===== config.mk =====
export PLATFORM = sky130hd
export DESIGN_NAME = pipeline_hazard_ctrl
export DESIGN_NICKNAME = d
export VERILOG_FILES = /design/src/rtl/pipeline_hazard_ctrl_pkg.sv /design/src/rtl/pipeline_hazard_ctrl_hazard_detect.sv /design/src/rtl/pipeline_hazard_ctrl.sv
export SDC_FILE = /design/constraint.sdc
export NUM_CORES = 1
export LEC_CHECK = 0
export ABC_AREA = 1
export CAP_MARGIN = 20
export CORE_MARGIN = 2
export CORE_UTILIZATION = 45
export CTS_CLUSTER_SIZE = 40
export DETAILED_ROUTE_END_ITERATION = 16
export DONT_BUFFER_PORTS = 1
export GPL_TIMING_DRIVEN = 1
export HOLD_SLACK_MARGIN = 0.03
export SYNTH_ARGS = -nofsm -noshare
export SYNTH_HDL_FRONTEND = slang
export SYNTH_HIERARCHICAL = 1
export SYNTH_SLANG_ARGS = --single-unit

===== constraint.sdc =====
create_clock -name clk -period 2 [get_ports clk]
set_input_delay 0.2 -clock clk [delete_from_list [all_inputs] [get_ports clk]]
set_output_delay 0.2 -clock clk [all_outputs]
set_load 0.02 [all_outputs]

===== src/rtl/pipeline_hazard_ctrl_pkg.sv =====
`default_nettype none
// +--------------------------------------------------------------------------+
// | pipeline_hazard_ctrl_pkg                                                 |
// | Shared state encodings and control-word helpers for the hazard sequencer |
// | Revision: 1.0                                                            |
// +--------------------------------------------------------------------------+
package pipeline_hazard_ctrl_pkg;

  localparam int REG_AW_DEFAULT = 5;

  typedef enum logic [1:0] {
    ST_RUN      = 2'd0,
    ST_MEM_WAIT = 2'd1,
    ST_HALT     = 2'd2
  } state_e;

  typedef struct packed {
    logic pc_en;
    logic ifid_en;
    logic idex_en;
    logic exmem_en;
    logic ifid_flush;
    logic idex_flush;
    logic exmem_flush;
    logic memwb_bubble;
  } ctrl_t;

  localparam ctrl_t CTRL_IDLE     = ctrl_t'(8'b0000_0000);
  localparam ctrl_t CTRL_HOLD     = ctrl_t'(8'b0000_0001);
  localparam ctrl_t CTRL_NORMAL   = ctrl_t'(8'b1111_0000);
  localparam ctrl_t CTRL_REDIRECT = ctrl_t'(8'b1111_1110);
  // Load-use: freeze PC and IF/ID, push a bubble into ID/EXE, let EXE advance.
  localparam ctrl_t CTRL_LOADUSE  = ctrl_t'(8'b0011_0100);

  // Control word when the memory stage is not holding the pipeline.
  function automatic ctrl_t run_ctrl(input logic redirect, input logic load_use);
    ctrl_t c;
    if (redirect) begin
      c = CTRL_REDIRECT;
    end else if (load_use) begin
      c = CTRL_LOADUSE;
    end else begin
      c = CTRL_NORMAL;
    end
    return c;
  endfunction

endpackage
`default_nettype wire


===== src/rtl/pipeline_hazard_ctrl_hazard_detect.sv =====
`default_nettype none
// +--------------------------------------------------------------------------+
// | pipeline_hazard_ctrl_hazard_detect                                       |
// | Combinational load-use comparator between ID sources and EXE load dest   |
// | Revision: 1.0                                                            |
// +--------------------------------------------------------------------------+
module pipeline_hazard_ctrl_hazard_detect
  import pipeline_hazard_ctrl_pkg::*;
#(
  parameter int REG_AW = REG_AW_DEFAULT
) (
  input  logic [REG_AW-1:0] id_rs1_i,
  input  logic [REG_AW-1:0] id_rs2_i,
  input  logic              id_use1_i,
  input  logic              id_use2_i,
  input  logic [REG_AW-1:0] ex_rd_i,
  input  logic              ex_memread_i,
  output logic              load_use_o
);

  logic w_rd_nz;
  logic w_rs1_hit;
  logic w_rs2_hit;

  // x0 is hardwired to zero, so a load targeting it never creates a dependency.
  assign w_rd_nz    = |ex_rd_i;
  assign w_rs1_hit  = id_use1_i && (id_rs1_i == ex_rd_i);
  assign w_rs2_hit  = id_use2_i && (id_rs2_i == ex_rd_i);
  assign load_use_o = ex_memread_i && w_rd_nz && (w_rs1_hit || w_rs2_hit);

endmodule
`default_nettype wire


===== src/rtl/pipeline_hazard_ctrl.sv =====
`default_nettype none
// +--------------------------------------------------------------------------+
// | pipeline_hazard_ctrl                                                     |
// | Stall/flush sequencer: load-use, MEM redirects, dmem wait and timeout    |
// | Revision: 1.0                                                            |
// +--------------------------------------------------------------------------+
module pipeline_hazard_ctrl
  import pipeline_hazard_ctrl_pkg::*;
#(
  parameter int REG_AW  = REG_AW_DEFAULT,
  parameter int TIMEOUT = 16,
  parameter int CNT_W   = 16
) (
  input  logic              clk,
  input  logic              rst,
  input  logic [REG_AW-1:0] id_rs1_i,
  input  logic [REG_AW-1:0] id_rs2_i,
  input  logic              id_use1_i,
  input  logic              id_use2_i,
  input  logic [REG_AW-1:0] ex_rd_i,
  input  logic              ex_memread_i,
  input  logic              mem_memread_i,
  input  logic              mem_memwrite_i,
  input  logic              mem_redirect_i,
  input  logic              dmem_ready_i,
  output logic              pc_en_o,
  output logic              ifid_en_o,
  output logic              idex_en_o,
  output logic              exmem_en_o,
  output logic              ifid_flush_o,
  output logic              idex_flush_o,
  output logic              exmem_flush_o,
  output logic              memwb_bubble_o,
  output logic              dmem_req_o,
  output logic              mem_timeout_o,
  output logic [CNT_W-1:0]  stall_cnt_o
);

  localparam int               WAIT_W    = $clog2(TIMEOUT + 1);
  localparam logic [WAIT_W-1:0] WAIT_LAST = WAIT_W'(TIMEOUT - 1);
  localparam logic [CNT_W-1:0]  STALL_MAX = '1;

  state_e             state_q, state_d;
  logic [WAIT_W-1:0]  wait_cnt_q, wait_cnt_d;
  logic               timeout_q, timeout_d;
  logic [CNT_W-1:0]   stall_cnt_q, stall_cnt_d;

  logic  w_acc;
  logic  w_load_use;
  ctrl_t w_ctrl;

  assign w_acc = mem_memread_i || mem_memwrite_i;

  pipeline_hazard_ctrl_hazard_detect #(
    .REG_AW (REG_AW)
  ) u_hazard_detect (
    .id_rs1_i     (id_rs1_i),
    .id_rs2_i     (id_rs2_i),
    .id_use1_i    (id_use1_i),
    .id_use2_i    (id_use2_i),
    .ex_rd_i      (ex_rd_i),
    .ex_memread_i (ex_memread_i),
    .load_use_o   (w_load_use)
  );

  always_ff @(posedge clk or posedge rst) begin
    if (rst) begin
      state_q     <= ST_RUN;
      wait_cnt_q  <= '0;
      timeout_q   <= 1'b0;
      stall_cnt_q <= '0;
    end else begin
      state_q     <= state_d;
      wait_cnt_q  <= wait_cnt_d;
      timeout_q   <= timeout_d;
      stall_cnt_q <= stall_cnt_d;
    end
  end

  always_comb begin
    state_d    = state_q;
    wait_cnt_d = wait_cnt_q;
    timeout_d  = timeout_q;
    unique case (state_q)
      ST_RUN: begin
        if (w_acc && !dmem_ready_i) begin
          state_d    = ST_MEM_WAIT;
          wait_cnt_d = WAIT_W'(1);
        end else begin
          wait_cnt_d = '0;
        end
      end
      ST_MEM_WAIT: begin
        if (dmem_ready_i) begin
          state_d    = ST_RUN;
          wait_cnt_d = '0;
        end else begin
          wait_cnt_d = wait_cnt_q + WAIT_W'(1);
          if (wait_cnt_q == WAIT_LAST) begin
            state_d   = ST_HALT;
            timeout_d = 1'b1;
          end
        end
      end
      ST_HALT: begin
        state_d = ST_HALT;
      end
      default: begin
        state_d = ST_HALT;
      end
    endcase
  end

  // Inputs are frozen while held, so a pending redirect is applied on release.
  always_comb begin
    w_ctrl = CTRL_IDLE;
    unique case (state_q)
      ST_RUN:      w_ctrl = (w_acc && !dmem_ready_i) ? CTRL_HOLD
                                                    : run_ctrl(mem_redirect_i, w_load_use);
      ST_MEM_WAIT: w_ctrl = dmem_ready_i ? run_ctrl(mem_redirect_i, w_load_use) : CTRL_HOLD;
      ST_HALT:     w_ctrl = CTRL_HOLD;
      default:     w_ctrl = CTRL_HOLD;
    endcase
    if (rst) begin
      w_ctrl = CTRL_IDLE;
    end
  end

  always_comb begin
    stall_cnt_d = stall_cnt_q;
    if (!w_ctrl.pc_en && (stall_cnt_q != STALL_MAX)) begin
      stall_cnt_d = stall_cnt_q + CNT_W'(1);
    end
  end

  assign pc_en_o        = w_ctrl.pc_en;
  assign ifid_en_o      = w_ctrl.ifid_en;
  assign idex_en_o      = w_ctrl.idex_en;
  assign exmem_en_o     = w_ctrl.exmem_en;
  assign ifid_flush_o   = w_ctrl.ifid_flush;
  assign idex_flush_o   = w_ctrl.idex_flush;
  assign exmem_flush_o  = w_ctrl.exmem_flush;
  assign memwb_bubble_o = w_ctrl.memwb_bubble;
  assign dmem_req_o     = !rst && (state_q != ST_HALT) && w_acc;
  assign mem_timeout_o  = timeout_q;
  assign stall_cnt_o    = stall_cnt_q;

endmodule
`default_nettype wire

After elaboration in Yosys (flattened, before gate mapping)
Cells that the tools add are included.

word-level totals
  output and inout bits = 26
  input port bits = 24
  register bits = 24
  logic and storage cells = 46

operators by class
  bitwise gates (word level) = 1
  add/sub/neg operators = 2
  multiplexer cells = 13
  reductions and logical operators = 18
  eq/ne operators = 8

operators by type and width
  cell                   number
  $mux 8                 5
  $add 16x1->16 const B  1
  $ne 16x16->1 const B   1
  $pmux 8 s2             1
  $eq 5x5->1             2
  $pmux 5 s2             1
  $logic_and 1x1->1      8
  $mux 2                 3
  $add 5x1->5 const B    1
  $eq 5x4->1 const B     1
  $mux 5                 1
  $reduce_or 5->1        1
  $ne 2x2->1 const B     2
  $pmux 2 s2             1
  $logic_not 1->1        3
  $ne 3x3->1 const B     1
  $reduce_and 3->1       1
  $eq 2x1->1 const B     1
  $logic_not 2->1        1
  $logic_or 1x1->1       2
  $reduce_and 2->1       1
  $reduce_bool 2->1      1
  $mux 1                 1
  $not 1->1              1

Depth between registers and ports, before layout
  depth after elaboration = 11
  depth in mapped cells = 14
  mapped depth without buffers = 13

Hierarchy
Netlist, hierarchy kept.

modules (own cells, without submodules)
  module                              sequential area each (um^2)  instances  area each (um^2)  cells an instance
  pipeline_hazard_ctrl                600.6                        1          1481.4            207
  pipeline_hazard_ctrl_hazard_detect  0.0                          1          216.5             54

Worst setup path before layout
Ideal clock, no wire load.

  path kind = input -> output
  start = input port rst
  end = output port pc_en_o
  required time = 1.800 ns
  arrival time = 1.640 ns
  slack = 0.160 ns
  path buffers = 2
  stages = 5
  cells stage by stage = inv_1 -> nand2_1 -> buf_2 -> inv_1 -> buf_4

on the way
  longest elaborated chain between the ends = 1

ends and longest elaborated chain
  element             RTL line                     RTL
  start: declaration  pipeline_hazard_ctrl.sv:15   input logic rst,
  $mux 8              pipeline_hazard_ctrl.sv:124  if (rst) begin
  end: declaration    pipeline_hazard_ctrl.sv:26   output logic pc_en_o,

No other way between the ends.

Worst setup path after layout
  start = register state_q[1]
  end = output port ifid_en_o

on the way
  longest elaborated chain between the ends = 3
  elaborated cells on any way between the ends = 4
  classes of those cells = eq/ne (1); mux (2); reduce/logical (1)

ends and longest elaborated chain
  element                                        RTL line                     RTL
  start: declaration                             pipeline_hazard_ctrl.sv:43   state_e state_q, state_d;
  start signal: assignment                       pipeline_hazard_ctrl.sv:73   state_q <= state_d;
  $eq 2x1->1 or $logic_not 2->1 (tied branches)  pipeline_hazard_ctrl.sv:117  unique case (state_q)
  $pmux 8 s2 (*)                                 pipeline_hazard_ctrl.sv:117
  $mux 8 (*)                                     pipeline_hazard_ctrl.sv:124
  end: declaration                               pipeline_hazard_ctrl.sv:27   output logic ifid_en_o,

Every way passes the cells marked *; elsewhere a longest branch is shown, timed or not.

==> flow_summary.json <==
{
  "ys_ff_latch": 24,
  "die_area_sq_um": 4280,
  "vias": 1603,
  "area_delta_synth_final_pct": 12.5,
  "rsz0062_at_grt": "no",
  "min_period_ns": 1.76,
  "drt-initial-drc-count": 73,
  "vias_per_cell": 4.93,
  "synth_nets": 288,
  "r2r_start": "stall_cnt_o[0]",
  "synth_top_area_share_pct": 35.4,
  "clk_pin_slew_worst_paths_ns": 0.08,
  "fin_skew_ns": 0.00371,
  "cp.required_ns": 1.80,
  "relSlewSlack_pct": 74.0,
  "dp_hpwl_um": 2940,
  "grt_max_degree": 16,
  "ant_nets": 0,
  "wl_met2_um": 1700,
  "critPathLaunchType": "flop",
  "wl_met1_um": 1780,
  "setup_violations": 0,
  "period_share_pct": 88.1,
  "min_from": "mem_memread_i",
  "synth_seq_area_share_pct": 35.4,
  "critical_path_class": "flop to output port",
  "topRoutingLayerUsed": "met4",
  "cp_max_fo": 8,
  "yosysWarningCount": 6,
  "antenna_cells": 0,
  "die_x_um": 65.4,
  "layout-drive-gt1-share_pct": 11.9,
  "timing.final.max_slew_violations": 0,
  "h-tree-depth": 1,
  "syn-mean-instance-area_sq_um": 6.51,
  "synth_cell_types": 25,
  "hold_class": "primary input to flop",
  "grt_use_total_pct": 19.3,
  "wl_per_cell_um": 11.5,
  "clkLatencyLatePin_ns": 0.27,
  "syn_area_sq_um": 1700,
  "initial_utilization_pct": 46.7,
  "first_pass_iters": 4,
  "cts_max_path_buffers": 2,
  "grt_pass1_vias": 1479,
  "fmax_mhz": 568,
  "grt_overflow": 0,
  "routed_wl_um": 3720,
  "crit_path_start": "state_q[1]",
  "layoutNonFillerInstCount": 325,
  "worst_pin_slew_ns": 0.390,
  "grt_first_pass_wirelength_um": 6510,
  "cp_data_arrival_time_ns": 1.56,
  "power.density_nw_per_um2": 454,
  "netlist_top_cells_area": "dfrtp_1 35%, nand2_1 23%, nand3_1 7.1%",
  "cts_made_buffers": 3,
  "postCtsSetupBuffers": 0,
  "port_buffers": 0,
  "gp_congestion": 0.858,
  "clock-sinks": 24,
  "clockRootBuffer": "clkbuf_8",
  "drc": 0,
  "core_sq_um": 3630,
  "ios": 50,
  "cts_tree": "done",
  "nets": 305,
  "placed_cells": 320,
  "antenna_found_initial": 0,
  "ir_drop_v": 0.000310,
  "synth_top_area_cell": "dfrtp_1",
  "p_leak_nw": 1.05,
  "status": "finished clean",
  "finalSetupTns_ns": 0,
  "syn_inst": 261,
  "rows": 22,
  "maxCapViolations": 0,
  "endpoint_kind": "output port",
  "hold_violations": 0,
  "wl_met3_um": 198,
  "die_h_um": 65.4
}
-- area by class of cell --
type / count / area, sq um
fill: 385 / 1720
multi-input combinational: 197 / 928
sequential: 24 / 601
timing repair buffer: 18 / 138
inverter: 34 / 128
tap: 48 / 60.1
clock buffer: 4 / 55.1
-- where the power goes --
part	total (mW)	internal [mW]	switching (mW)
Combinational	0.0520	0.0185	0.0335
Clock	0.330	0.176	0.154
Sequential	0.485	0.485	0
-- layout by cell type (no fill, tap or decap), types with 5 or more instances in the layout --
master   Yosys  layout
nand2_1    105     104
nand3_1     24      24
a21oi_1      5       5
o21ai_0      8       8
inv_1       30      30
dfrtp_1     24      24
nor2_1      25      25
buf_4        3      17
-- through the flow --
step / util, % / hold slack [ns] / power (mW) / setup WS (ns) / cell area (sq um)
after detailed placement: 50.7 / 0.0669 / 0.546 / 0.298 / 1840
after floorplan: - / 0.246 / 0.534 / 0.160 / 1700
final: 52.5 / 0.130 / 0.866 / 0.238 / 1910
after CTS: 52.5 / 0.122 / 0.887 / 0.135 / 1910
after global placement: 50.7 / 0.0666 / 0.545 / 0.322 / 1840
after global routing: 52.5 / 0.146 / 0.907 / 0.0665 / 1910
-- state kept, by name (all words and copies together), names as in the netlist --
name           count
mem_timeout_o      1
stall_cnt_o       16
state_q            2
wait_cnt_q         5
-- kinds of logic (layout without fill, tap and decap cells) --
group / count (synthesis) / count (layout) / synth area share, %
compound gates: 19 / 19 / 6.34
flops: 24 / 24 / 35.4
buf+inv: 40 / 56 / 10.1
fa+ha+maj: 3 / 3 / 2.21
xor+xnor: 7 / 7 / 3.61
simple gates: 168 / 168 / 42.4
-- synth_stat cells --
| cell | instances |
|---|---|
| o21ai_0 | 8 |
| buf_6 | 1 |
| inv_1 | 30 |
| nand3b_1 | 3 |
| nor2_1 | 25 |
| xor2_1 | 3 |
| buf_2 | 2 |
| nor2_4 | 2 |
| o22ai_1 | 1 |
| dfrtp_1 | 24 |
| ha_1 | 3 |
| xnor2_1 | 4 |
| buf_4 | 3 |
| a22o_1 | 1 |
| inv_2 | 4 |
| nand2_4 | 2 |
| a21oi_1 | 5 |
| nand4_1 | 4 |
| o21a_1 | 1 |
| nand3_1 | 24 |
| nor2_2 | 1 |
| nand2_1 | 105 |
| o211ai_1 | 2 |
| nand2_2 | 2 |
| o21ai_1 | 1 |
-- metal layers --
metal / track usage [%] / vias to the layer above
met5: 0 / -
met4: 5.47 / 0
met3: 4.45 / 5
met2: 32.0 / 34
met1: 25.3 / 720
li1: - / 844
-- final timing paths --
check / to / cells after the start / slack [ns]
worst max-delay path: ifid_en_o / 6 / 0.24
max in group asynchronous: stall_cnt_o[7] / 3 / 1.17
worst min-delay path: state_q[0] / 2 / 0.13
worst min register to register: wait_cnt_q[0] / 1 / 0.55
min in group asynchronous: state_q[0] / 2 / 0.33
worst max register to register: stall_cnt_o[9] / 9 / 0.35
-- worst max-delay path, cell delays in order, from the launching register on --
cell	delay [ns]
dfrtp_1	0.47
nor2_1	0.21
nand3_1	0.09
nand2_1	0.11
nand2_2	0.13
inv_1	0.11
buf_4	0.18
-- repair_timing --
item,in CTS,in global routing
hold endpoints to repair,5,0
resized for setup,0,1
hold buffers,1,0
endpoints found under the setup margin,0,2
(Power assumes the default switching activity.)
